<file path="src/rtl/snes_cast_pkg.sv">
// Shared types and constants for the SNES bus event framer.
// Holds the record layout, event kinds and the framer state encoding.
package snes_cast_pkg;

    localparam logic [7:0] SYNC_BYTE_DEFAULT = 8'hA5;

    localparam logic [1:0] KIND_WR = 2'b01;
    localparam logic [1:0] KIND_RD = 2'b10;

    localparam int EVENT_W = 18;

    localparam int HDR_SEQ_LSB  = 4;
    localparam int HDR_LOST_BIT = 3;
    localparam int HDR_KIND_LSB = 0;

    typedef enum logic [2:0] {
        IDLE,
        SYNC,
        HDR,
        ADDR,
        DATA,
        CSUM
    } state_t;

    function automatic logic [7:0] make_header(input logic [3:0] seq,
                                               input logic       lost,
                                               input logic [1:0] kind);
        logic [7:0] h;
        h = 8'h00;
        h[HDR_SEQ_LSB +: 4] = seq;
        h[HDR_LOST_BIT]     = lost;
        h[HDR_KIND_LSB +: 2] = kind;
        return h;
    endfunction

endpackage

</file>
<file path="src/rtl/snes_event_framer_if.sv">
// Capture-event input and crossfifo write-port bundle for the framer.
// master is the framer side; slave is the capture stage plus FIFO side.
interface snes_event_framer_if;

    logic       ev_valid;
    logic [1:0] ev_kind;
    logic [7:0] ev_addr;
    logic [7:0] ev_data;
    logic [7:0] fifo_data;
    logic       fifo_wrreq;
    logic       fifo_wrfull;

    modport master (
        input  ev_valid, ev_kind, ev_addr, ev_data, fifo_wrfull,
        output fifo_data, fifo_wrreq
    );

    modport slave (
        output ev_valid, ev_kind, ev_addr, ev_data, fifo_wrfull,
        input  fifo_data, fifo_wrreq
    );

endinterface

</file>
<file path="src/rtl/snes_event_queue.sv">
// Small first-word-fall-through event FIFO absorbing crossfifo backpressure.
// A push alongside a pop is taken even when the queue is full.
module snes_event_queue
    import snes_cast_pkg::*;
#(
    parameter int QDEPTH = 4
) (
    input  logic               clk,
    input  logic               rst,
    input  logic               push,
    input  logic               pop,
    input  logic [EVENT_W-1:0] din,
    output logic [EVENT_W-1:0] dout,
    output logic               empty,
    output logic               full
);

    localparam int AW = $clog2(QDEPTH);

    logic [EVENT_W-1:0] mem [QDEPTH];
    logic [AW:0]        wr_ptr;
    logic [AW:0]        rd_ptr;
    logic               do_push;
    logic               do_pop;

    assign do_pop  = pop && !empty;
    assign do_push = push && (!full || do_pop);

    // The extra pointer bit separates the full and empty cases when the addresses match.
    assign empty = (wr_ptr == rd_ptr);
    assign full  = (wr_ptr[AW] != rd_ptr[AW]) && (wr_ptr[AW-1:0] == rd_ptr[AW-1:0]);
    assign dout  = mem[rd_ptr[AW-1:0]];

    always_ff @(posedge clk) begin
        if (rst) begin
            wr_ptr <= '0;
            rd_ptr <= '0;
        end else begin
            if (do_push) wr_ptr <= wr_ptr + 1'b1;
            if (do_pop)  rd_ptr <= rd_ptr + 1'b1;
        end
    end

    always_ff @(posedge clk) begin
        if (do_push) mem[wr_ptr[AW-1:0]] <= din;
    end

endmodule

</file>
<file path="src/rtl/snes_event_framer.sv">
// Frames filtered SNES bus events into 5-byte records for the USB crossfifo.
// Tracks sequence numbers, loss flags and a saturating drop count.
module snes_event_framer
    import snes_cast_pkg::*;
#(
    parameter int         QDEPTH    = 4,
    parameter logic [7:0] SYNC_BYTE = SYNC_BYTE_DEFAULT
) (
    input  logic                       clk,
    input  logic                       rst,
    snes_event_framer_if.master        bus,
    input  logic                       filt_en,
    input  logic [7:0]                 filt_lo,
    input  logic [7:0]                 filt_hi,
    output logic [15:0]                drop_count,
    output logic                       busy
);

    state_t             state;
    state_t             state_next;
    logic               in_window;
    logic               accept;
    logic               drop;
    logic               load;
    logic               wrreq;
    logic               q_push;
    logic               q_empty;
    logic               q_full;
    logic [EVENT_W-1:0] q_din;
    logic [EVENT_W-1:0] q_dout;
    logic [1:0]         rec_kind;
    logic [7:0]         rec_addr;
    logic [7:0]         rec_data;
    logic               rec_lost;
    logic               lost_pend;
    logic [3:0]         seq;
    logic [7:0]         header;
    logic [7:0]         csum;
    logic [7:0]         byte_mux;

    // An inverted window (lo > hi) can never satisfy both bounds, so it rejects everything.
    assign in_window = (filt_lo <= bus.ev_addr) && (bus.ev_addr <= filt_hi);
    assign accept    = bus.ev_valid && (bus.ev_kind == KIND_WR || bus.ev_kind == KIND_RD)
                       && (!filt_en || in_window);
    assign q_push    = accept && (!q_full || load);
    assign drop      = accept && q_full && !load;
    assign q_din     = {bus.ev_kind, bus.ev_addr, bus.ev_data};

    snes_event_queue #(.QDEPTH(QDEPTH)) u_queue (
        .clk   (clk),
        .rst   (rst),
        .push  (q_push),
        .pop   (load),
        .din   (q_din),
        .dout  (q_dout),
        .empty (q_empty),
        .full  (q_full)
    );

    assign header         = make_header(seq, rec_lost, rec_kind);
    assign csum           = header ^ rec_addr ^ rec_data;
    assign wrreq          = (state != IDLE) && !bus.fifo_wrfull;
    assign bus.fifo_wrreq = wrreq;
    assign bus.fifo_data  = byte_mux;
    assign busy           = (state != IDLE) || !q_empty;

    always_ff @(posedge clk) begin
        if (rst) state <= IDLE;
        else     state <= state_next;
    end

    always_comb begin
        state_next = state;
        load       = 1'b0;
        byte_mux   = 8'h00;
        case (state)
            IDLE: begin
                if (!q_empty) begin
                    load       = 1'b1;
                    state_next = SYNC;
                end
            end
            SYNC: begin
                byte_mux = SYNC_BYTE;
                if (wrreq) state_next = HDR;
            end
            HDR: begin
                byte_mux = header;
                if (wrreq) state_next = ADDR;
            end
            ADDR: begin
                byte_mux = rec_addr;
                if (wrreq) state_next = DATA;
            end
            DATA: begin
                byte_mux = rec_data;
                if (wrreq) state_next = CSUM;
            end
            CSUM: begin
                byte_mux = csum;
                // Chain straight into the next record so back-to-back records have no gap.
                if (wrreq) begin
                    if (!q_empty) begin
                        load       = 1'b1;
                        state_next = SYNC;
                    end else begin
                        state_next = IDLE;
                    end
                end
            end
            default: state_next = IDLE;
        endcase
    end

    always_ff @(posedge clk) begin
        if (rst) begin
            rec_kind <= 2'b00;
            rec_addr <= 8'h00;
            rec_data <= 8'h00;
            rec_lost <= 1'b0;
        end else if (load) begin
            {rec_kind, rec_addr, rec_data} <= q_dout;
            rec_lost                       <= lost_pend;
        end
    end

    // A drop coinciding with a load wins, so that loss is reported on the following record.
    always_ff @(posedge clk) begin
        if (rst) begin
            lost_pend  <= 1'b0;
            drop_count <= 16'h0000;
            seq        <= 4'h0;
        end else begin
            if (drop)      lost_pend <= 1'b1;
            else if (load) lost_pend <= 1'b0;
            if (drop && drop_count != 16'hFFFF) drop_count <= drop_count + 16'd1;
            if (state == CSUM && wrreq) seq <= seq + 4'd1;
        end
    end

endmodule

</file>
<file path="src/flat_wrapper.sv">
// flat-port wrapper written by rule: the top's interface ports become plain ports
module snes_event_framer_flat import snes_cast_pkg::*;
#(
    parameter int         QDEPTH    = 4,
    parameter logic [7:0] SYNC_BYTE = SYNC_BYTE_DEFAULT
)
  (clk, rst, filt_en, filt_lo, filt_hi, drop_count, busy, bus_ev_valid, bus_ev_kind, bus_ev_addr, bus_ev_data, bus_fifo_wrfull, bus_fifo_data, bus_fifo_wrreq);
  snes_event_framer_if bus_i ();
  input  logic clk;
  input  logic rst;
  input  logic filt_en;
  input  logic [7:0] filt_lo;
  input  logic [7:0] filt_hi;
  output logic [15:0] drop_count;
  output logic busy;
  input wire logic [$bits(bus_i.ev_valid)-1:0] bus_ev_valid;
  input wire logic [$bits(bus_i.ev_kind)-1:0] bus_ev_kind;
  input wire logic [$bits(bus_i.ev_addr)-1:0] bus_ev_addr;
  input wire logic [$bits(bus_i.ev_data)-1:0] bus_ev_data;
  input wire logic [$bits(bus_i.fifo_wrfull)-1:0] bus_fifo_wrfull;
  output wire logic [$bits(bus_i.fifo_data)-1:0] bus_fifo_data;
  output wire logic [$bits(bus_i.fifo_wrreq)-1:0] bus_fifo_wrreq;
  assign bus_i.ev_valid = bus_ev_valid;
  assign bus_i.ev_kind = bus_ev_kind;
  assign bus_i.ev_addr = bus_ev_addr;
  assign bus_i.ev_data = bus_ev_data;
  assign bus_i.fifo_wrfull = bus_fifo_wrfull;
  assign bus_fifo_data = bus_i.fifo_data;
  assign bus_fifo_wrreq = bus_i.fifo_wrreq;
  snes_event_framer #(.QDEPTH(QDEPTH), .SYNC_BYTE(SYNC_BYTE)) u_core (.clk(clk), .rst(rst), .bus(bus_i), .filt_en(filt_en), .filt_lo(filt_lo), .filt_hi(filt_hi), .drop_count(drop_count), .busy(busy));
endmodule
</file>
<file path="config.mk">
export PLATFORM = sky130hd
export DESIGN_NAME = snes_event_framer_flat
export DESIGN_NICKNAME = d
export VERILOG_FILES = /design/src/rtl/snes_cast_pkg.sv /design/src/rtl/snes_event_framer_if.sv /design/src/rtl/snes_event_queue.sv /design/src/rtl/snes_event_framer.sv /design/src/flat_wrapper.sv
export SDC_FILE = /design/constraint.sdc
export NUM_CORES = 1
export LEC_CHECK = 0
export CAP_MARGIN = 5
export CORE_UTILIZATION = 60
export CTS_CLUSTER_SIZE = 40
export DETAILED_ROUTE_END_ITERATION = 8
export PLACE_DENSITY = 0.83
export SYNTH_ARGS = -nofsm -noshare
export SYNTH_HDL_FRONTEND = slang
export SYNTH_SLANG_ARGS = --single-unit
</file>
<file path="constraint.sdc">
create_clock -name clk -period 5.7 [get_ports clk]
set_clock_uncertainty 0.05 [all_clocks]
set_input_delay 1.71 -clock clk [delete_from_list [all_inputs] [get_ports clk]]
set_output_delay 1.71 -clock clk [all_outputs]
set_load 0.005 [all_outputs]
</file>
## Yosys cells after proc, flatten, opt, wreduce, memory -nomap -nowiden

Memory sizes are Yosys's and may differ from the RTL's. A register that Yosys moved wholly into a read port is not among the register bits.
Index checks and enable logic that the tools add are counted.

- $add $sub $neg: 4
- $lt $le $gt $ge: 2
- Equality and inequality tests: 17
- Muxes and demuxes: 16
- Bitwise operators: 2
- Reductions and logical operators: 26

Operator list:

| kind | count |
|---|---|
| $pmux 8 s5 | 1 |
| $mux 3 | 6 |
| $pmux 3 s6 | 1 |
| $add 16x1->16 const B | 1 |
| $le 8x8->1 | 2 |
| $ne 16x16->1 const B | 1 |
| $xor 8x8->8 | 2 |
| $logic_and 1x1->1 | 12 |
| $ne 2x1->1 const B | 5 |
| $mux 1 | 7 |
| $add 3x1->3 const B | 2 |
| $eq 3x2->1 const B | 2 |
| $eq 3x3->1 const B | 2 |
| $reduce_and 6->1 | 1 |
| $logic_not 1->1 | 5 |
| $logic_or 1x1->1 | 5 |
| $add 4x1->4 const B | 1 |
| $eq 3x1->1 const B | 1 |
| $eq 3x3->1 | 1 |
| $logic_not 3->1 | 1 |
| $reduce_bool 3->1 | 1 |
| $eq 2x1->1 const B | 1 |
| $eq 2x2->1 | 1 |
| $eq 2x2->1 const B | 1 |
| other kinds (4) | 4 |

- Register bits: 31
- Memory bits (writable): 72
- Bits of input ports: 39
- Output and inout bits: 26
- Logic and storage cells: 75
- Memories: 1

Memory list:

| memory | depth | bits a word | read ports | clocked after memory_dff | wr ports | line | source |
|---|---|---|---|---|---|---|---|
| u_core.u_queue.mem | 4 | 18 | 1 | 1 | 1 | snes_event_queue.sv:20 | `logic [EVENT_W-1:0] mem [QDEPTH];` |

## Longest topological paths before layout

Gate-level depths: netlist of run 1.

- Depth after elaboration: 9
- Gate-level depth with buffers: 9
- Depth with buffers taken out: 8

## By module

A second synthesis of run 1 with hierarchy kept.

- Cells, all modules: 479
- Area total of the unflattened synthesis: 5,876.9 µm²

Modules (own cells, without submodules):

| module | instances | cells each | area an instance (µm²) | seq. area each (µm²) |
|---|---|---|---|---|
| snes_event_queue | 1 | 149 | 3,138.0 | 2,322.2 |
| snes_event_framer | 1 | 330 | 2,738.9 | 860.8 |

## Worst setup path after synthesis of run 1

No wires, ideal clock.

- Path kind: input port to flip-flop
- From: input port filt_hi[7]
- To: memory u_core.u_queue.mem[3][0], enable pin
- Setup time: 0.377 ns
- Arrival time: 3.801 ns
- Data required time: 5.273 ns
- Path slack: 1.472 ns
- Stages on the path: 7
- Buffers on the path: 0
- Cell sequence: inv_1 -> ha_1 -> nand4_1 -> o21a_1 -> a221o_1 -> nor4_2 -> and2_1

- Word-level cells in the longest chain between the ends: 8

Ends and longest elaborated chain:

| what | line | source |
|---|---|---|
| start: declaration | flat_wrapper.sv:13 | `input logic [7:0] filt_hi;` |
| $le 8x8->1 | snes_event_framer.sv:42 | `assign in_window = (filt_lo <= bus.ev_addr) && (bus.ev_addr <= filt_hi);` |
| $logic_and 1x1->1 | snes_event_framer.sv:42 |  |
| $logic_or 1x1->1 | snes_event_framer.sv:44 | `&& (!filt_en \|\| in_window);` |
| $logic_and 1x1->1 | snes_event_framer.sv:44 |  |
| $logic_and 1x1->1 | snes_event_framer.sv:45 | `assign q_push = accept && (!q_full \|\| load);` |
| $logic_and 1x1->1 | snes_event_queue.sv:27 | `assign do_push = push && (!full \|\| do_pop);` |
| $mux 1 | snes_event_queue.sv:45 | `if (do_push) mem[wr_ptr[AW-1:0]] <= din;` |
| $mux 1 (not written as such) | snes_event_queue.sv:45 |  |
| end: declaration | snes_event_queue.sv:20 |  |

Every way passes these cells.

## Worst setup path in the final report of run 1

- From: input port bus_ev_addr[6]
- To: memory u_core.u_queue.mem[3][5], enable pin

- Word-level cells in the longest chain between the ends: 8
- Elaborated cells on any way between the ends: 9
- Those cells by class: 2 x order compare; 2 x mux; 5 x reduce/logical

Ends and longest elaborated chain:

| what | line | source |
|---|---|---|
| start: declaration | flat_wrapper.sv:18 | `input wire logic [$bits(bus_i.ev_addr)-1:0] bus_ev_addr;` |
| $le 8x8->1 | snes_event_framer.sv:42 |  |
| $logic_and 1x1->1 (*) | snes_event_framer.sv:42 |  |
| $logic_or 1x1->1 (*) | snes_event_framer.sv:44 |  |
| $logic_and 1x1->1 (*) | snes_event_framer.sv:44 |  |
| $logic_and 1x1->1 (*) | snes_event_framer.sv:45 |  |
| $logic_and 1x1->1 (*) | snes_event_queue.sv:27 |  |
| $mux 1 (*) | snes_event_queue.sv:45 |  |
| $mux 1 (not written as such) (*) | snes_event_queue.sv:45 |  |

Every way passes the cells marked *; elsewhere a longest branch is shown, timed or not.

==> results of run 1 <==
[cells by family (layout without fill, tap and decap cells)]
| logic type | after synthesis | in the layout |
|---|---|---|
| AOI/OAI and AO/OA | 96 | 96 |
| xor gates and xnor gates | 18 | 18 |
| adders and majority gates | 23 | 23 |
| buffers and inverters | 46 | 128 |
| DFF | 121 | 121 |
| muxes | 28 | 28 |
| and+or+nand+nor | 156 | 156 |
[per-layer routing]
layer / vias to the layer above / share of wire [%] / track usage, %
met3: 35 / 5.3 / 6.60
met2: 159 / 52 / 50.1
met1: 2003 / 40 / 34.8
met4: 0 / 2.7 / 12.1
met5: - / 0 / 0
li1: 1951 / - / -
[through the flow]
stage	util, %	area [sq um]	setup WS, ns	hold slack [ns]	std cells
3_3_place_gp	71.7	6380	0.747	0.407	646
5_1_grt	78.4	6970	0.750	0.443	678
4_1_cts	78.4	6970	1.03	0.421	678
2_1_floorplan	-	5630	1.47	0.382	488
3_5_place_dp	71.7	6380	0.534	0.412	646
6_report	78.4	6970	0.995	0.419	678
[flip-flops by register name, summed over array words and instances (netlist names)]
| name | cells |
|---|---|
| u_core.drop_count | 16 |
| u_core.lost_pend | 1 |
| u_core.rec_addr | 8 |
| u_core.rec_data | 8 |
| u_core.rec_kind | 2 |
| u_core.rec_lost | 1 |
| u_core.seq | 4 |
| u_core.state | 3 |
| u_core.u_queue.mem | 72 |
| u_core.u_queue.rd_ptr | 3 |
| u_core.u_queue.wr_ptr | 3 |
[cell usage in the layout, fill, tap and decap left out, drive strengths merged, types with 10 or more instances in the layout]
cell,synthesis,final
clkdlybuf4s50,0,64
xnor2,11,11
edfxtp,72,72
a21oi,46,46
nand2,59,59
nand3,10,10
ha,23,23
mux4,18,18
o21ai,13,13
buf,5,10
nor2,29,29
dfxtp,49,49
clkbuf,19,17
inv,22,32
[power groups by stage]
stage	logic (mW)	registers [mW]	clock network [mW]
CTS	0.589	1.06	1.06
global placement	0.558	1.07	0
floorplan	0.411	1.04	0
finish	0.590	1.06	1.05
global route	0.650	1.07	1.10
detailed placement	0.578	1.08	0
[final timing paths]
kind         cells past startpoint                                  to  slack [ns]
max reg2reg                      6  u_core.u_queue.mem[3][5]$_DFFE_PP_        2.68
max                              9  u_core.u_queue.mem[3][5]$_DFFE_PP_         1.0
min reg2reg                      2        u_core.rec_lost$_SDFFE_PP0N_        0.42
min                              2        u_core.rec_lost$_SDFFE_PP0N_        0.42
[worst max-delay path, stage by stage]
cell and delay [ns]:
clkdlybuf4s50_1 0.62, inv_1 0.08, ha_1 0.31, nand4_1 0.13, o21a_1 0.21, a221o_1 0.44
nor4_2 0.64, and2_1 0.39, buf_4 0.31
[area by class of cell]
cell class / count / area [sq um] / share of cell area (%)
Clock inverter: 15 / 175 / 2.51
Tap cell: 108 / 135 / 1.94
Clock buffer: 17 / 414 / 5.94
Timing Repair Buffer: 74 / 716 / 10.3
Inverter: 22 / 82.6 / 1.19
Sequential cell: 121 / 3140 / 45.1
Multi-Input combinational cell: 321 / 2300 / 33.0
==> run metrics, run 1 <==
vias 4,148; H-tree levels 4; adder-cell share of the synthesized area 5.11%; XOR/XNOR Fraction of Synth Area 2.80%; ys async rst share 0%; Startpoint Class primary input; CP Launch Point bus_ev_addr[6]; Least-Margin Pin Slew 0.958 ns; # port buffers 64; register area share after synthesis 55.9%; antenna violations before repair 0; total power 2.70 mW; Routed Antenna Nets 0; Synth top area share 38.4%; number of flops mapped to enable cells by yosys 72; Critical Path RT 5.86 ns; worst endpoint data arrival time 4.86 ns; Max VDD drop 234 uV; FF-to-FF Start u_core.state[0]$_SDFFE_PP0P_; Cell variety after synth 50; fmax 213 MHz; Max transition margin 35.7%; Clock Sinks 121; status finished, final reports clean; Die H 98.8 um; DR vias/cell 6.12; Ys Warns 0; cell area after synthesis 0.00563 sq mm; synth top area cells edfxtp_1, dfxtp_1, mux4_2, ha_1, a21oi_1; grt ovf 0; Initial DRC Count 232; overall die width 98.8 um; Layout area overhead 23.8%; final worst-path cycle share 82.5%; top_reg_cell synth edfxtp_1; GRT Resource Usage Total 28.9%; root buffer cell clkbuf_8; Fin. Hold Viols 0; clk_lat worst skew 0.52 ns; CP max FO 15; IO Pins 65; ant diodes 0; Static Leak 2.39 nW; CTS tree yes; Compound-Gate Fraction of Synth Area 10.2%; post-CTS setup buffers 0; dominant cell type by area after synthesis edfxtp_1; crit path time final 4.70 ns; cts hold-fix bufs 0; Final Max Slew Viols 0; Worst setup EP type flop; CTS resizes 0; Hold Crit Class reg -> reg; final-report setup violation count 0; syn_nets 550; core box area 0.00889 sq mm; pin count of the biggest net entering global routing 54; clock buffer depth 2; Filler Cell Count 536; clock slew at reported path FFs 0.06 ns; Nets 619; Initial Utilization 63.3%; simple-gate area share of the yosys netlist 13.7%; Hold Crit Start u_core.lost_pend$_SDFFE_PP0P_; Yosys reg bits 121; vias in the first global route 4,220; CP Class in -> reg; Post-Syn Instances 488; multiplexer share of the synthesized area 9.07%; FP Rows 34; die area 0.00977 sq mm; sequential share of power 39.3%; DP HPWL 8220 um; Clk pwr share 38.9%; combinational share of power 21.8%; Net Switching 0.834 mW; RSZ-0062 raised after global routing false; Final GP Congestion 0.825; setup TNS 0 ns; most frequent cell after synthesis edfxtp_1; DR DRC count 0; switching part of the total 30.8%; largest family of logic cells by synthesized area simple AND/OR/NAND/NOR gates; PwrDens 388 mW/mm^2; WL final 12,800 um; CTS Buf Count 17; Post-Syn Area per Cell 11.5 sq um; Internal Power 1.87 mW; top cells by count, synth edfxtp_1, nand2_1, dfxtp_1; routed wire length per instance 18.9 um; layout cells sized above 1 11.8%; DR pass1 iterations 5; global-route wire length before repair 21,100 um; MaxCap Viol Count 0
Note: power is estimated with default switching activity, not from simulation.
==> run 2, diff against run 1 <==
--- a/config.mk
+++ b/config.mk
@@ -6,10 +6,10 @@
 export NUM_CORES = 1
 export LEC_CHECK = 0
 export CAP_MARGIN = 5
-export CORE_UTILIZATION = 60
+export CORE_UTILIZATION = 56
 export CTS_CLUSTER_SIZE = 40
 export DETAILED_ROUTE_END_ITERATION = 8
-export PLACE_DENSITY = 0.83
+export PLACE_DENSITY = 0.78
 export SYNTH_ARGS = -nofsm -noshare
 export SYNTH_HDL_FRONTEND = slang
 export SYNTH_SLANG_ARGS = --single-unit
==> constraint.sdc (replaced) <==
create_clock -name clk -period 4.5 [get_ports clk]
set_clock_uncertainty 0.05 [all_clocks]
set_input_delay 1.35 -clock clk [delete_from_list [all_inputs] [get_ports clk]]
set_output_delay 1.35 -clock clk [all_outputs]
set_load 0.005 [all_outputs]
==> run 2 against run 1 <==
  * Register-to-register slack worse by 0.99 ns
  * Non-clock buffer count is 9 higher
  * Critical path type is now in -> out
  * Highest routed layer unchanged
  * Largest power group unchanged
  * Cell count grew 5.0%
==> run metrics, run 2 (synthesized netlist as in run 1, its figures left out) <==
FP Rows 36 (+5.9%); Final GP Congestion 0.821 (-0.58%); Die H 102 um (+3.4%); Hold Crit Class reg -> reg; Initial DRC Count 194 (-16%); PwrDens 478 mW/mm^2 (+23%); number of flip-flops in the largest register 72 (unchanged); Fin. Hold Viols 0 (unchanged); Reg2Reg Setup Slack 1.69 ns (-0.99 ns); Setup crit end bus_fifo_wrreq; CP Launch Point bus_fifo_wrfull; Static Leak 2.44 nW (+2.1%); Final Max Slew Viols 0 (unchanged); cts hold-fix bufs 0 (unchanged); met2 global-route usage 42.4% (-7.7 points); most frequent cells in the layout edfxtp_1, clkdlybuf4s50_1, nand2_1; clk_lat worst skew 0.53 ns (about the same); routed wire length per instance 16.9 um (-11%); Initial Utilization 57.6% (-5.7 points); pin count of the biggest net entering global routing 23 (-57%); CTS tree yes; worst endpoint data arrival time 2.50 ns (-2.36 ns); core box area 0.00977 sq mm (+9.9%); Critical Path RT 3.10 ns (-2.76 ns); met1 usage 30.6% (-4.2 points); layout cells sized above 1 13.0% (+1.2 points); DR DRC count 0 (unchanged); Design Area, Final 0.00710 sq mm (+1.9%); DR pass1 iterations 5 (unchanged); CP Class in -> out; vias in the first global route 4,083 (-3.2%); Hold Slack 0.417 ns (-0.00155 ns); fmax 257 MHz; Startpoint Class primary input; clock slew at reported path FFs 0.06 ns (about the same); commonest non-fill, non-tap cell in the layout edfxtp_1; root buffer cell clkbuf_8; FF-to-FF Start u_core.state[2]$_SDFFE_PP0P_; Max transition margin 28.7% (-7.0 points); final-report setup violation count 0 (unchanged); die area 0.0105 sq mm (+7.0%); reg2reg end u_core.drop_count[3]$_SDFFE_PP0P_; vias 4,162 (+0.34%); Nets 628 (+1.5%); GRT Resource Usage Total 25.9% (-3.0 points); Routed Antenna Nets 0 (unchanged); crit path time final 3.90 ns; H-tree levels 4 (unchanged); clock buffer depth 2 (unchanged); global-route wire length before repair 19,600 um (-7.4%); setup TNS 0 ns (unchanged); Final Core Density 72.7% (-5.7 points); grt ovf 0 (unchanged); Filler Cell Count 684 (+28%); final worst-path cycle share 86.6%; worst reg2reg path depth 7 (+1); Layout area overhead 26.2%; DR vias/cell 5.85 (-4.5%); Clock Sinks 121 (unchanged); Max VDD drop 387 uV (+65%); status finished, final reports clean; DP Area 0.00653 sq mm (+2.3%); CTS resizes 0 (unchanged); GR peak layer met2; RSZ-0062 raised after global routing false; met3 GRT Util 8.62% (+2.0 points); Worst setup EP type output pin; # port buffers 64 (unchanged); Least-Margin Pin Slew 1.06 ns (+0.100 ns); WL final 12,000 um (-6.5%); MaxCap Viol Count 0 (unchanged); antenna violations before repair 0 (unchanged); CP max FO 6 (-9); post-CTS setup buffers 0 (unchanged); CTS Buf Count 17 (unchanged); overall die width 102 um (+3.4%); DP HPWL 8090 um (-1.6%); ant diodes 0 (unchanged); IO Pins 65 (unchanged)
run 2: cell count changes in the layout (fill, tap and decap cells not counted), sizes merged:
| cell | delta |
|---|---|
| inv | -7 |
| buf | +9 |
| clkbuf | +2 |
| clkinv | +4 |
| bufinv | +1 |
run 2: per-layer routing:
layer	wire, um	part of all wire [%]
met2	6050	50
met4	348	2.9
met5	0	0
met1	4870	41
met3	734	6.1
run 2: where the power goes:
| group | switching (mW) | internal, mW |
|---|---|---|
| sequential | 0.0768 | 1.25 |
| combinational | 0.403 | 0.360 |
| clock | 0.498 | 0.806 |
run 2: stage by stage:
stage / setup WS [ns] / instances / power, mW
after global routing: 0.443 / 712 / 3.57
after floorplan: 0.632 / 488 / 1.84
final: 0.602 / 712 / 3.40
after CTS: 0.599 / 712 / 3.42
after detailed placement: 0.0831 / 680 / 2.11
after global placement: 0.155 / 680 / 2.08
run 2: critical path, stage by stage:
cell             delay (ns)
clkdlybuf4s50_1        0.51
nor2_1                 0.14
clkdlybuf4s50_1        0.50
run 2: how the worst min path moves through the flow:
stage                                    startpoint                               to  slack (ns)  depth (start not counted)
floorplan             u_core.lost_pend$_SDFFE_PP0P_     u_core.rec_lost$_SDFFE_PP0N_        0.38                          2
CTS                 u_core.rec_data[2]$_SDFFE_PP0N_  u_core.rec_data[2]$_SDFFE_PP0N_        0.42                          2
detailed placement  u_core.rec_data[2]$_SDFFE_PP0N_  u_core.rec_data[2]$_SDFFE_PP0N_        0.41                          2
global placement      u_core.lost_pend$_SDFFE_PP0P_     u_core.rec_lost$_SDFFE_PP0N_        0.41                          2
finish              u_core.rec_data[2]$_SDFFE_PP0N_  u_core.rec_data[2]$_SDFFE_PP0N_        0.42                          2
global route        u_core.rec_data[3]$_SDFFE_PP0N_  u_core.rec_data[3]$_SDFFE_PP0N_        0.45                          2
run 2: area by class of cell:
type                            instances  area (sq um)  share of cell area [%]
Sequential cell                       121          3140                    44.3
Multi-Input combinational cell        321          2300                    32.4
Timing Repair Buffer                   83           833                    11.7
Clock buffer                           19           432                    6.08
Tap cell                              133           166                    2.34
Clock inverter                         13           143                    2.01
Inverter                               22          82.6                    1.16
